$ cat src/rtl/rst_seq_pkg.sv
// Shared types and sizing helpers for the reset release sequencer.
package rst_seq_pkg;

    typedef enum logic [1:0] {
        ST_DELAY    = 2'd0,
        ST_WAIT_RDY = 2'd1,
        ST_DONE     = 2'd2
    } seq_state_t;

    // One counter serves both the settle delay and the ready timeout.
    function automatic int cnt_width(input int delay, input int timeout);
        int m;
        m = (delay > timeout) ? delay : timeout;
        return $clog2(m + 1);
    endfunction

    function automatic int idx_width(input int n);
        return (n > 1) ? $clog2(n) : 1;
    endfunction

endpackage

$ cat src/rtl/rst_release_sequencer_if.sv
// Bundle between the sequencer and the subsystems whose resets it releases.
interface rst_release_sequencer_if
    import rst_seq_pkg::*;
#(
    parameter int STAGES = 4
);
    localparam int STAGE_W = idx_width(STAGES);

    logic               sw_rst_i;
    logic [STAGES-1:0]  stage_ready_i;
    logic [STAGES-1:0]  rst_o;
    logic [STAGE_W-1:0] stage_o;
    logic               done_o;
    logic               timeout_o;

    modport master (
        input  sw_rst_i,
        input  stage_ready_i,
        output rst_o,
        output stage_o,
        output done_o,
        output timeout_o
    );

    modport slave (
        output sw_rst_i,
        output stage_ready_i,
        input  rst_o,
        input  stage_o,
        input  done_o,
        input  timeout_o
    );

endinterface

$ cat src/rtl/rst_release_sequencer.sv
// Releases STAGES subsystem resets in index order, each after a settle delay
// and gated on the previous stage's ready (with a timeout fallback).
module rst_release_sequencer
    import rst_seq_pkg::*;
#(
    parameter int   STAGES  = 4,
    parameter int   DELAY   = 16,
    parameter int   TIMEOUT = 1024,
    parameter logic OUT_POL = 1'b1
) (
    input  logic                    clk,
    input  logic                    rst_n_i,
    rst_release_sequencer_if.master bus
);

    localparam int STAGE_W = idx_width(STAGES);
    localparam int CNT_W   = cnt_width(DELAY, TIMEOUT);

    seq_state_t         state_reg, state_next;
    logic [CNT_W-1:0]   cnt_reg, cnt_next;
    logic [STAGE_W-1:0] stage_reg, stage_next;
    logic [STAGES-1:0]  rst_reg, rst_next;
    logic               done_reg, done_next;
    logic               timeout_reg, timeout_next;

    logic [STAGES-1:0]  stage_hit;
    logic               ready_sel;
    logic               delay_hit;
    logic               timeout_hit;
    logic               last_stage;

    genvar gi;
    generate
        for (gi = 0; gi < STAGES; gi++) begin : g_stage
            assign stage_hit[gi] = (stage_reg == STAGE_W'(gi));
        end
    endgenerate

    // Only the stage currently being sequenced can end a ready wait.
    assign ready_sel   = |(stage_hit & bus.stage_ready_i);
    assign delay_hit   = (cnt_reg == CNT_W'(DELAY - 1));
    assign timeout_hit = (cnt_reg == CNT_W'(TIMEOUT - 1));
    assign last_stage  = (stage_reg == STAGE_W'(STAGES - 1));

    always_comb begin
        state_next   = state_reg;
        cnt_next     = cnt_reg;
        stage_next   = stage_reg;
        rst_next     = rst_reg;
        done_next    = done_reg;
        timeout_next = timeout_reg;

        if (bus.sw_rst_i) begin
            state_next   = ST_DELAY;
            cnt_next     = '0;
            stage_next   = '0;
            rst_next     = {STAGES{OUT_POL}};
            done_next    = 1'b0;
            timeout_next = 1'b0;
        end else begin
            case (state_reg)
                ST_DELAY: begin
                    if (delay_hit) begin
                        rst_next   = OUT_POL ? (rst_reg & ~stage_hit) : (rst_reg | stage_hit);
                        cnt_next   = '0;
                        state_next = ST_WAIT_RDY;
                    end else begin
                        cnt_next = cnt_reg + CNT_W'(1);
                    end
                end
                ST_WAIT_RDY: begin
                    if (ready_sel || timeout_hit) begin
                        // A timeout is flagged only when ready did not arrive on that same edge.
                        if (!ready_sel) begin
                            timeout_next = 1'b1;
                        end
                        cnt_next = '0;
                        if (last_stage) begin
                            done_next  = 1'b1;
                            state_next = ST_DONE;
                        end else begin
                            stage_next = stage_reg + STAGE_W'(1);
                            state_next = ST_DELAY;
                        end
                    end else begin
                        cnt_next = cnt_reg + CNT_W'(1);
                    end
                end
                ST_DONE: begin
                    state_next = ST_DONE;
                end
                default: begin
                    state_next = ST_DELAY;
                end
            endcase
        end
    end

    always_ff @(posedge clk or negedge rst_n_i) begin
        if (!rst_n_i) begin
            state_reg   <= ST_DELAY;
            cnt_reg     <= '0;
            stage_reg   <= '0;
            rst_reg     <= {STAGES{OUT_POL}};
            done_reg    <= 1'b0;
            timeout_reg <= 1'b0;
        end else begin
            state_reg   <= state_next;
            cnt_reg     <= cnt_next;
            stage_reg   <= stage_next;
            rst_reg     <= rst_next;
            done_reg    <= done_next;
            timeout_reg <= timeout_next;
        end
    end

    assign bus.rst_o     = rst_reg;
    assign bus.stage_o   = stage_reg;
    assign bus.done_o    = done_reg;
    assign bus.timeout_o = timeout_reg;

endmodule

$ cat src/flat_wrapper.sv
// flat-port wrapper written by rule: the top's interface ports become plain ports
module rst_release_sequencer_flat import rst_seq_pkg::*;
#(
    parameter int   STAGES  = 4,
    parameter int   DELAY   = 16,
    parameter int   TIMEOUT = 1024,
    parameter logic OUT_POL = 1'b1
)
  (clk, rst_n_i, bus_sw_rst_i, bus_stage_ready_i, bus_rst_o, bus_stage_o, bus_done_o, bus_timeout_o);
  rst_release_sequencer_if #(.STAGES(STAGES)) bus_i ();
  input  logic clk;
  input  logic rst_n_i;
  input wire logic [$bits(bus_i.sw_rst_i)-1:0] bus_sw_rst_i;
  input wire logic [$bits(bus_i.stage_ready_i)-1:0] bus_stage_ready_i;
  output wire logic [$bits(bus_i.rst_o)-1:0] bus_rst_o;
  output wire logic [$bits(bus_i.stage_o)-1:0] bus_stage_o;
  output wire logic [$bits(bus_i.done_o)-1:0] bus_done_o;
  output wire logic [$bits(bus_i.timeout_o)-1:0] bus_timeout_o;
  assign bus_i.sw_rst_i = bus_sw_rst_i;
  assign bus_i.stage_ready_i = bus_stage_ready_i;
  assign bus_rst_o = bus_i.rst_o;
  assign bus_stage_o = bus_i.stage_o;
  assign bus_done_o = bus_i.done_o;
  assign bus_timeout_o = bus_i.timeout_o;
  rst_release_sequencer #(.STAGES(STAGES), .DELAY(DELAY), .TIMEOUT(TIMEOUT), .OUT_POL(OUT_POL)) u_core (.clk(clk), .rst_n_i(rst_n_i), .bus(bus_i));
endmodule
$ cat config.mk
export PLATFORM = sky130hd
export DESIGN_NAME = rst_release_sequencer_flat
export DESIGN_NICKNAME = d
export VERILOG_FILES = /design/src/rtl/rst_seq_pkg.sv /design/src/rtl/rst_release_sequencer_if.sv /design/src/rtl/rst_release_sequencer.sv /design/src/flat_wrapper.sv
export SDC_FILE = /design/constraint.sdc
export NUM_CORES = 1
export LEC_CHECK = 0
export CORE_ASPECT_RATIO = 0.7
export CORE_UTILIZATION = 50
export CTS_BUF_LIST = sky130_fd_sc_hd__clkbuf_4 sky130_fd_sc_hd__clkbuf_8
export CTS_CLUSTER_SIZE = 12
export DETAILED_ROUTE_END_ITERATION = 16
export MAX_ROUTING_LAYER = met4
export PLACE_DENSITY = 0.82
export SYNTH_ARGS = -nofsm -noshare
export SYNTH_HDL_FRONTEND = slang
export SYNTH_SLANG_ARGS = --single-unit
$ cat constraint.sdc
create_clock -name clk -period 2.6 [get_ports clk]
set_input_delay 0.65 -clock clk [delete_from_list [all_inputs] [get_ports clk]]
set_output_delay 0.65 -clock clk [all_outputs]
set_load 0.02 [all_outputs]
After elaboration in Yosys (flattened, before gate mapping)
Index checks and enable logic that the tools add are counted.
{"block": "classes", "n_addsub": 2, "eq_ne": 11, "muxes": 24, "n_bitwise": 3, "n_reduce_logical": 15}
{"operator": "11-bit 2-to-1 mux", "count": 3}
{"operator": "11-bit one-hot mux with 2 select lines", "count": 1}
{"operator": "2-bit 2-to-1 mux", "count": 8}
{"operator": "4-bit 2-to-1 mux", "count": 3}
{"operator": "11-bit by 1-bit adder with 11-bit output (second input constant)", "count": 1}
{"operator": "11-bit by 10-bit equality test with 1-bit output (second input constant)", "count": 1}
{"operator": "11-bit by 4-bit equality test with 1-bit output (second input constant)", "count": 1}
{"operator": "2-bit nonzero test", "count": 5}
{"operator": "3-bit AND reduction", "count": 3}
{"operator": "4-bit bitwise AND", "count": 2}
{"operator": "1-bit 2-to-1 mux", "count": 8}
{"operator": "2-bit equality test (second input constant)", "count": 3}
{"operator": "3-bit by 2-bit inequality test with 1-bit output (second input constant)", "count": 2}
{"operator": "2-bit one-hot mux with 3 select lines", "count": 1}
{"operator": "2-bit by 1-bit equality test with 1-bit output (second input constant)", "count": 2}
{"operator": "2-bit zero test", "count": 2}
{"operator": "2-bit inequality test (second input constant)", "count": 2}
{"operator": "4-bit NOT", "count": 1}
{"operator": "2-bit AND reduction", "count": 2}
{"operator": "4-bit OR reduction", "count": 1}
{"operator": "3-bit nonzero test", "count": 1}
{"operator": "2-bit by 1-bit adder with 2-bit output (second input constant)", "count": 1}
{"operator": "1-bit logical OR", "count": 1}
{"block": "totals", "wordCells": 61, "out_inout_bits": 8, "reg_bits": 21}

Logic depth before layout (Yosys ltp)
{"block": "depth", "word_depth": 7, "mapped_depth": 8, "depth_no_buf": 7}

Least setup slack after synthesis
No wires, ideal clock.
{"block": "synth_path", "kind": "reg-to-reg", "start": "register u_core.stage_reg[0] (netlist: u_core.bus.stage_o[0])", "end": "register u_core.cnt_reg[8]", "slack_ps": 414, "path_stages_with_launch": 8, "setup_time_ps": 116, "t_required_ps": 2484, "n_path_buf": 0, "arrival_ps": 2070, "path_cell_list": "dfrtp_1 inv_1 ha_1 a22o_1 o21ai_1 nand3_2 or3_1 o311ai_0"}
{"block": "synth_via", "elab_chain_cells": 7, "word_cells_on_any_way": 10, "cone_classes": "3 x eq/ne; 3 x mux; 1 x bitwise; 3 x reduce/logical"}
{"element": "start: declaration", "line": "rst_release_sequencer.sv:21", "source": "logic [STAGE_W-1:0] stage_reg, stage_next;"}
{"element": "start signal: assignment", "line": "rst_release_sequencer.sv:110", "source": "stage_reg <= stage_next;"}
{"element": "2-bit by 1-bit equality test with 1-bit output (tied with other cells)", "line": "rst_release_sequencer.sv:35", "source": "assign stage_hit[gi] = (stage_reg == STAGE_W'(gi));"}
{"element": "4-bit bitwise AND (*)", "line": "rst_release_sequencer.sv:40", "source": "assign ready_sel = |(stage_hit & bus.stage_ready_i);"}
{"element": "4-bit OR reduction (*)", "line": "rst_release_sequencer.sv:40"}
{"element": "1-bit logical OR (*)", "line": "rst_release_sequencer.sv:72", "source": "if (ready_sel || timeout_hit) begin"}
{"element": "11-bit 2-to-1 mux (*)", "line": "rst_release_sequencer.sv:72"}
{"element": "11-bit one-hot mux with 2 select lines (*)", "line": "rst_release_sequencer.sv:61", "source": "case (state_reg)"}
{"element": "11-bit 2-to-1 mux (*)", "line": "rst_release_sequencer.sv:53", "source": "if (bus.sw_rst_i) begin"}
{"element": "end signal: assignment", "line": "rst_release_sequencer.sv:109", "source": "cnt_reg <= cnt_next;"}
{"element": "end: declaration", "line": "rst_release_sequencer.sv:20", "source": "logic [CNT_W-1:0] cnt_reg, cnt_next;"}
Every way passes the cells marked *; elsewhere a longest branch is shown, timed or not.
A chain may end at the register's enable or synchronous reset.

Worst setup path in the final report
{"block": "layout_path", "start": "register u_core.cnt_reg[0]", "end": "register u_core.stage_reg[0] (netlist: u_core.bus.stage_o[0])"}
{"block": "layout_via", "elab_chain_cells": 4}
{"element": "11-bit by 10-bit equality test with 1-bit output", "line": "rst_release_sequencer.sv:42", "source": "assign timeout_hit = (cnt_reg == CNT_W'(TIMEOUT - 1));"}
{"element": "1-bit logical OR", "line": "rst_release_sequencer.sv:72"}
{"element": "2-bit nonzero test (no source line)"}
{"element": "3-bit AND reduction (no source line)"}
Every way passes these cells.

==> flow_summary.json <==
{
  "die_h_um": 42.82,
  "reg2reg_depth": 6,
  "ir_drop_mv": 0.3020,
  "drc": 0,
  "synth_top_area_cell": "dfrtp_1",
  "crit_required_ps": 2850,
  "async_flop_share_pct": 100.0,
  "grt_pass1_vias": 979,
  "drt-initial-drc-count": 67,
  "numPortBuffers": 14,
  "hold_end": "u_core.bus.rst_o[0]$_DFFE_PN1P_",
  "r2r_slack_ps": 330,
  "stdcell_area_um2": 1418,
  "dieWidth_um": 60.31,
  "htree_levels": 1,
  "max_stage_delay_ps": 580,
  "grt_overflow": 0,
  "numCtsBuffers": 3,
  "ctsResizeCount": 0,
  "slew_headroom_pct": 67.81,
  "final_util_pct": 64.74,
  "fin_skew_ps": 10.53,
  "synth_top_cell_area_share_pct": 35.75,
  "die_area_um2": 2582,
  "yosys.cell_count.top_type": "dfrtp_1",
  "ys_types": 41,
  "wl_um": 2727,
  "crit_family": "simple AND/OR/NAND/NOR gates",
  "post-route-min-period_ps": 2267,
  "largest_register_ffs": 11,
  "cp_num_cells": 6,
  "clock_sinks": 21,
  "grt_max_degree": 22,
  "p_leak_nw": 0.5773,
  "hp-class": "flip-flop to flip-flop",
  "post-route-period-util_pct": 87.19,
  "worst_skew_pair.late_latency_ps": 320,
  "ios": 15,
  "initial_utilization_pct": 54.34,
  "setup_viol": 0,
  "rr_startpoint": "u_core.cnt_reg[0]$_DFFE_PN0P_",
  "endpoint_kind": "flip-flop",
  "antenna_found_initial": 0,
  "grt_usage_pct": 25.56,
  "synth_flop_cell": "dfrtp_1",
  "synth_common_cells": "17 x dfrtp_1, 14 x nand2_1, 9 x nor2_1, 8 x a21oi_1, 6 x nand3_1",
  "syn_area_per_cell_um2": 9.596,
  "std_cell_rows": 14,
  "grt_first_pass_wirelength_um": 4595,
  "maxCapViolCount": 0,
  "worst-path-buf-inv": 0,
  "antenna_left": 0,
  "grt_setup_unrepaired": "no",
  "area_growth_pct": 19.14,
  "path_cells": "ha_1 -> nand3_2 -> or4_4 -> and2_0 -> or3_1 -> a21oi_1",
  "synthesis.nets": 136,
  "synth_edf_count": 0,
  "core_um2": 2190,
  "hold_depth": 1,
  "status": "finished, final reports clean",
  "layout-drive-gt1-share_pct": 13.29,
  "wl_per_cell_um": 15.58,
  "dr.pass1.iters": 4,
  "via_per_inst": 5.977,
  "synth_area_um2": 1190,
  "pwr_density_cell_nw_per_um2": 377.6,
  "critPathSlowestCell": "or4_4",
  "critical_path_class": "flip-flop to flip-flop",
  "via_count": 1046,
  "drv_slew": 0,
  "hold_violations": 0,
  "finalSetupTns_ps": 0,
  "ctsHoldBuffers": 0,
  "dp_hpwl_um": 2050,
  "hp-start": "u_core.bus.rst_o[0]$_DFFE_PN1P_",
  "dpl_cell_area_um2": 1390,
  "antenna_cells": 0,
  "netlist_instances": 124,
  "critPathMaxFanout": 7,
  "ctsRootBufferMaster": "clkbuf_4",
  "crit_arrival_ps": 2520,
  "cts_buffer_depth": 2,
  "yosys_warnings": 0,
  "yosysSeqAreaShare_pct": 44.58,
  "fin_nets": 156,
  "path_clk_slew_ps": 120,
  "r2r_end": "u_core.bus.stage_o[0]$_DFFE_PN0P_",
  "cts_tree": "done",
  "place.gp.congestion": 0.8892,
  "synth_area_leaders": "dfrtp_1 36%, dfstp_2 8.8%, ha_1 5.3%, nand2_1 4.4%, a21oi_1 3.4%",
  "ys_ff_latch": 21,
  "cp-start-kind": "flip-flop",
  "postCtsSetupBuffers": 0,
  "fmax_mhz": 441.1,
  "worst_pin_slew_ps": 478.5
}
layout make-up:
cell class	count	area, µm²
multi-input cells	94	623.1
clock buffers	3	22.52
clock inverters	1	5.005
fillers	192	772.0
inverters	5	18.77
flip-flops and latches	21	530.5
well taps	32	40.04
repair buffers	19	177.7
cells by family after synthesis:
group / Yosys count / synth area share, %
flip-flops: 21 / 44.58
AO/OA/AOI/OAI: 29 / 17.04
AND/OR/NAND/NOR: 59 / 29.34
XOR/XNOR: 1 / 0.7362
adder cells (fa/ha/maj): 5 / 5.258
buffers and inverters: 9 / 3.050
where the power goes:
group	total [mW]	switching [mW]	leakage [nW]	internal [mW]
Clock	0.162	0.104	0.0177	0.0577
Combinational	0.0383	0.0198	0.282	0.0184
Sequential	0.335	0.00452	0.277	0.331
Total	0.535	0.128	0.577	0.407
layer usage:
metal  wire length, µm  global-route usage [%]  vias up
met4                41                   10.23        0
li1                  -                       -      500
met1              1310                   36.82      512
met5                 0                       -        -
met3               184                   7.012        4
met2              1190                   33.41       30
layout by cell type, fill, tap and decap left out, drive strengths merged, types with 3 or more instances in the layout:
cell type       n
a221o           3
nor3            3
nor2            9
dfstp           4
or3             4
clkbuf          3
inv             5
buf             5
a21oi           8
nand2          14
nand4b          3
clkdlybuf4s50  14
a21o            4
dfrtp          17
nand3           8
ha              5
o21ai           3
or4             4
worst max-delay path by stage:
stage / from / to / slack [ps]
finish: u_core.cnt_reg[0]$_DFFE_PN0P_ / u_core.bus.stage_o[0]$_DFFE_PN0P_ / 330
global route: u_core.cnt_reg[0]$_DFFE_PN0P_ / u_core.bus.stage_o[0]$_DFFE_PN0P_ / 210
CTS: u_core.cnt_reg[0]$_DFFE_PN0P_ / u_core.bus.stage_o[0]$_DFFE_PN0P_ / 340
detailed placement: bus_stage_ready_i[1] / u_core.cnt_reg[8]$_DFFE_PN0P_ / 170
global placement: bus_stage_ready_i[1] / u_core.cnt_reg[7]$_DFFE_PN0P_ / 230
floorplan: u_core.bus.stage_o[0]$_DFFE_PN0P_ / u_core.cnt_reg[8]$_DFFE_PN0P_ / 410
stage by stage:
stage	setup WS [ps]	cells	hold WS, ps	power (mW)
after global placement	233.0	171	484.8	0.3788
after detailed placement	167.6	171	502.0	0.3797
final	333.0	175	516.7	0.5353
after CTS	342.6	175	518.6	0.5431
after global routing	207.2	175	529.4	0.5659
after floorplan	414.3	124	354.4	0.3558
(Power assumes the default switching activity.)
==> patch (same settings) <==
`STAGES` is set to 4 in 3 places; all go to 2.
--- a/src/rtl/rst_release_sequencer_if.sv
+++ b/src/rtl/rst_release_sequencer_if.sv
@@ -2,7 +2,7 @@
 interface rst_release_sequencer_if
     import rst_seq_pkg::*;
 #(
-    parameter int STAGES = 4
+    parameter int STAGES = 2
 );
     localparam int STAGE_W = idx_width(STAGES);
 
--- a/src/rtl/rst_release_sequencer.sv
+++ b/src/rtl/rst_release_sequencer.sv
@@ -3,7 +3,7 @@
 module rst_release_sequencer
     import rst_seq_pkg::*;
 #(
-    parameter int   STAGES  = 4,
+    parameter int   STAGES  = 2,
     parameter int   DELAY   = 16,
     parameter int   TIMEOUT = 1024,
     parameter logic OUT_POL = 1'b1
--- a/src/flat_wrapper.sv
+++ b/src/flat_wrapper.sv
@@ -1,7 +1,7 @@
 // flat-port wrapper written by rule: the top's interface ports become plain ports
 module rst_release_sequencer_flat import rst_seq_pkg::*;
 #(
-    parameter int   STAGES  = 4,
+    parameter int   STAGES  = 2,
     parameter int   DELAY   = 16,
     parameter int   TIMEOUT = 1024,
     parameter logic OUT_POL = 1'b1
Interface: changed (resized bus_rst_o, bus_stage_o and bus_stage_ready_i); port bits go from 15 to 10. No check against the original RTL was run, so the function may have changed too.
==> patch against the unedited design <==
  * Power rose by 8.2%
  * Die area fell by 16%
  * Wire length shrank 17%
  * Synthesized area shrank 17%
  * Sequential share of layout area increased by 2.0 points
  * Critical path depth decreased by 5
  * Global-route usage fell by 0.18 points
  * Cell count fell by 23%
  * Worst setup slack improved by 0.14 ns
  * Sequential cell count fell by 3
  * Design area fell by 19%
  * Hold slack better by 0.0026 ns
==> patch: results (changes against the unedited design) <==
stage,metric,value,unit,change
status,outcome,"complete, no violations",,
global_route,grt_usage,0.254,,-0.00175
detailed_routing,drt_iter0_drc,45,,-33%
cells_and_area,final_nets,119,,-24%
cells_and_area,instances_no_fill,134,,-23%
worst_setup_path,worstPathMaxFanout,2,,-5
synth,ys_seq_area_frac,0.458,,+0.0124
detailed_routing,wirelength,2280,um,-17%
placed_design,place.gp.congestion,0.868,,-2.4%
cells_and_area,drive_above_1_share,0.152,,+0.0189
worst_setup_path,crit_family,buffers and inverters,,
global_route,grt_pass1_wl,3550,um,-23%
worst_setup_path,r2r_slack,0.50,ns,+0.17 ns
worst_setup_path,startpoint,u_core.bus.rst_o[0],,
timing,fin_skew,0.00519,ns,-0.00534 ns
detailed_routing,via_per_inst,6.09,,+1.9%
worst_setup_path,critical_path.max_stage_delay,0.60,ns,+0.02 ns
worst_setup_path,r2r_end,u_core.cnt_reg[9],,
synth,yosys-top-cells-area,"dfrtp_1 41%, dfstp_2 5.3%, a22o_1 5.3%",,
detailed_routing,wl_met1,1100,um,-16%
worst_hold_path,holdPathEnd,u_core.cnt_reg[0],,
synth,synth_nets,104,,-24%
global_route,grt_pass1_vias,730,,-25%
cells_and_area,n_antenna_cell,0,,unchanged
detailed_routing,wl_met3,125,um,-32%
detailed_routing,dr.pass1.iters,5,,+1
timing,maxSlewHeadroom,0.672,,-0.00612
power_and_ir_drop,leakagePower,0.503,nW,-13%
power_and_ir_drop,peakVddDrop,0.361,mV,+20%
synth,yosys-top-cells-count,"16 x dfrtp_1, 9 x nor2_1, 7 x and3_1",,
global_route,grt_max_degree,19,,-14%
placed_design,io_buffers,9,,-5
[patch: cell count changes in the layout (fill, tap and decap cells not counted), sizes merged, moves of 4 or more]
cell | unedited run | this run
nand2 | 14 | 6
and3 | 1 | 7
nand3 | 8 | 2
o21ai | 3 | 9
clkdlybuf4s50 | 14 | 9
a21oi | 8 | 4
a22o | 2 | 6
ha | 5 | 1
nor2b | 2 | 6
or3 | 4 | 0
or4 | 4 | 0
[patch: final cells by class]
class                           count  area [um2]
Tap cell                           22        27.5
Inverter                            2        7.51
Clock buffer                        4        36.3
Sequential cell                    18         453
Multi-Input combinational cell     76         513
Timing Repair Buffer               12         113
Fill cell                         160         704
[patch: per-stage QoR]
step,utilization,setup WS [ns],cell area [um2]
6_report,0.620,0.473,1150
5_1_grt,0.620,0.355,1150
4_1_cts,0.620,0.468,1150
3_5_place_dp,0.601,0.203,1110
3_3_place_gp,0.601,0.291,1110
2_1_floorplan,-,0.760,988
[patch: routing by layer]
| metal | GRT usage | vias up |
|---|---|---|
| met3 | 0.0706 | 2 |
| met1 | 0.339 | 394 |
| met2 | 0.377 | 21 |
| met4 | 0.0688 | 0 |
| met5 | - | - |
| li1 | - | 399 |
[patch: worst max path at each step]
stage,to,cells past startpoint
floorplan,u_core.cnt_reg[10],7
global placement,u_core.cnt_reg[9],6
detailed placement,u_core.cnt_reg[9],6
CTS,bus_rst_o[1],1
global route,u_core.cnt_reg[8],6
finish,bus_rst_o[0],1
[patch: where the power goes]
part	total [W]	internal [W]	switching, W
registers	0.000322	0.000301	0.0000218
clock network	0.000182	0.0000857	0.0000959
logic	0.0000755	0.0000369	0.0000386
[patch: logic make-up after synthesis]
logic type      synth area share
simple gates               0.276
compound gates             0.220
flops                      0.458
buf+inv                   0.0228
mux                       0.0101
fa+ha+maj                 0.0127
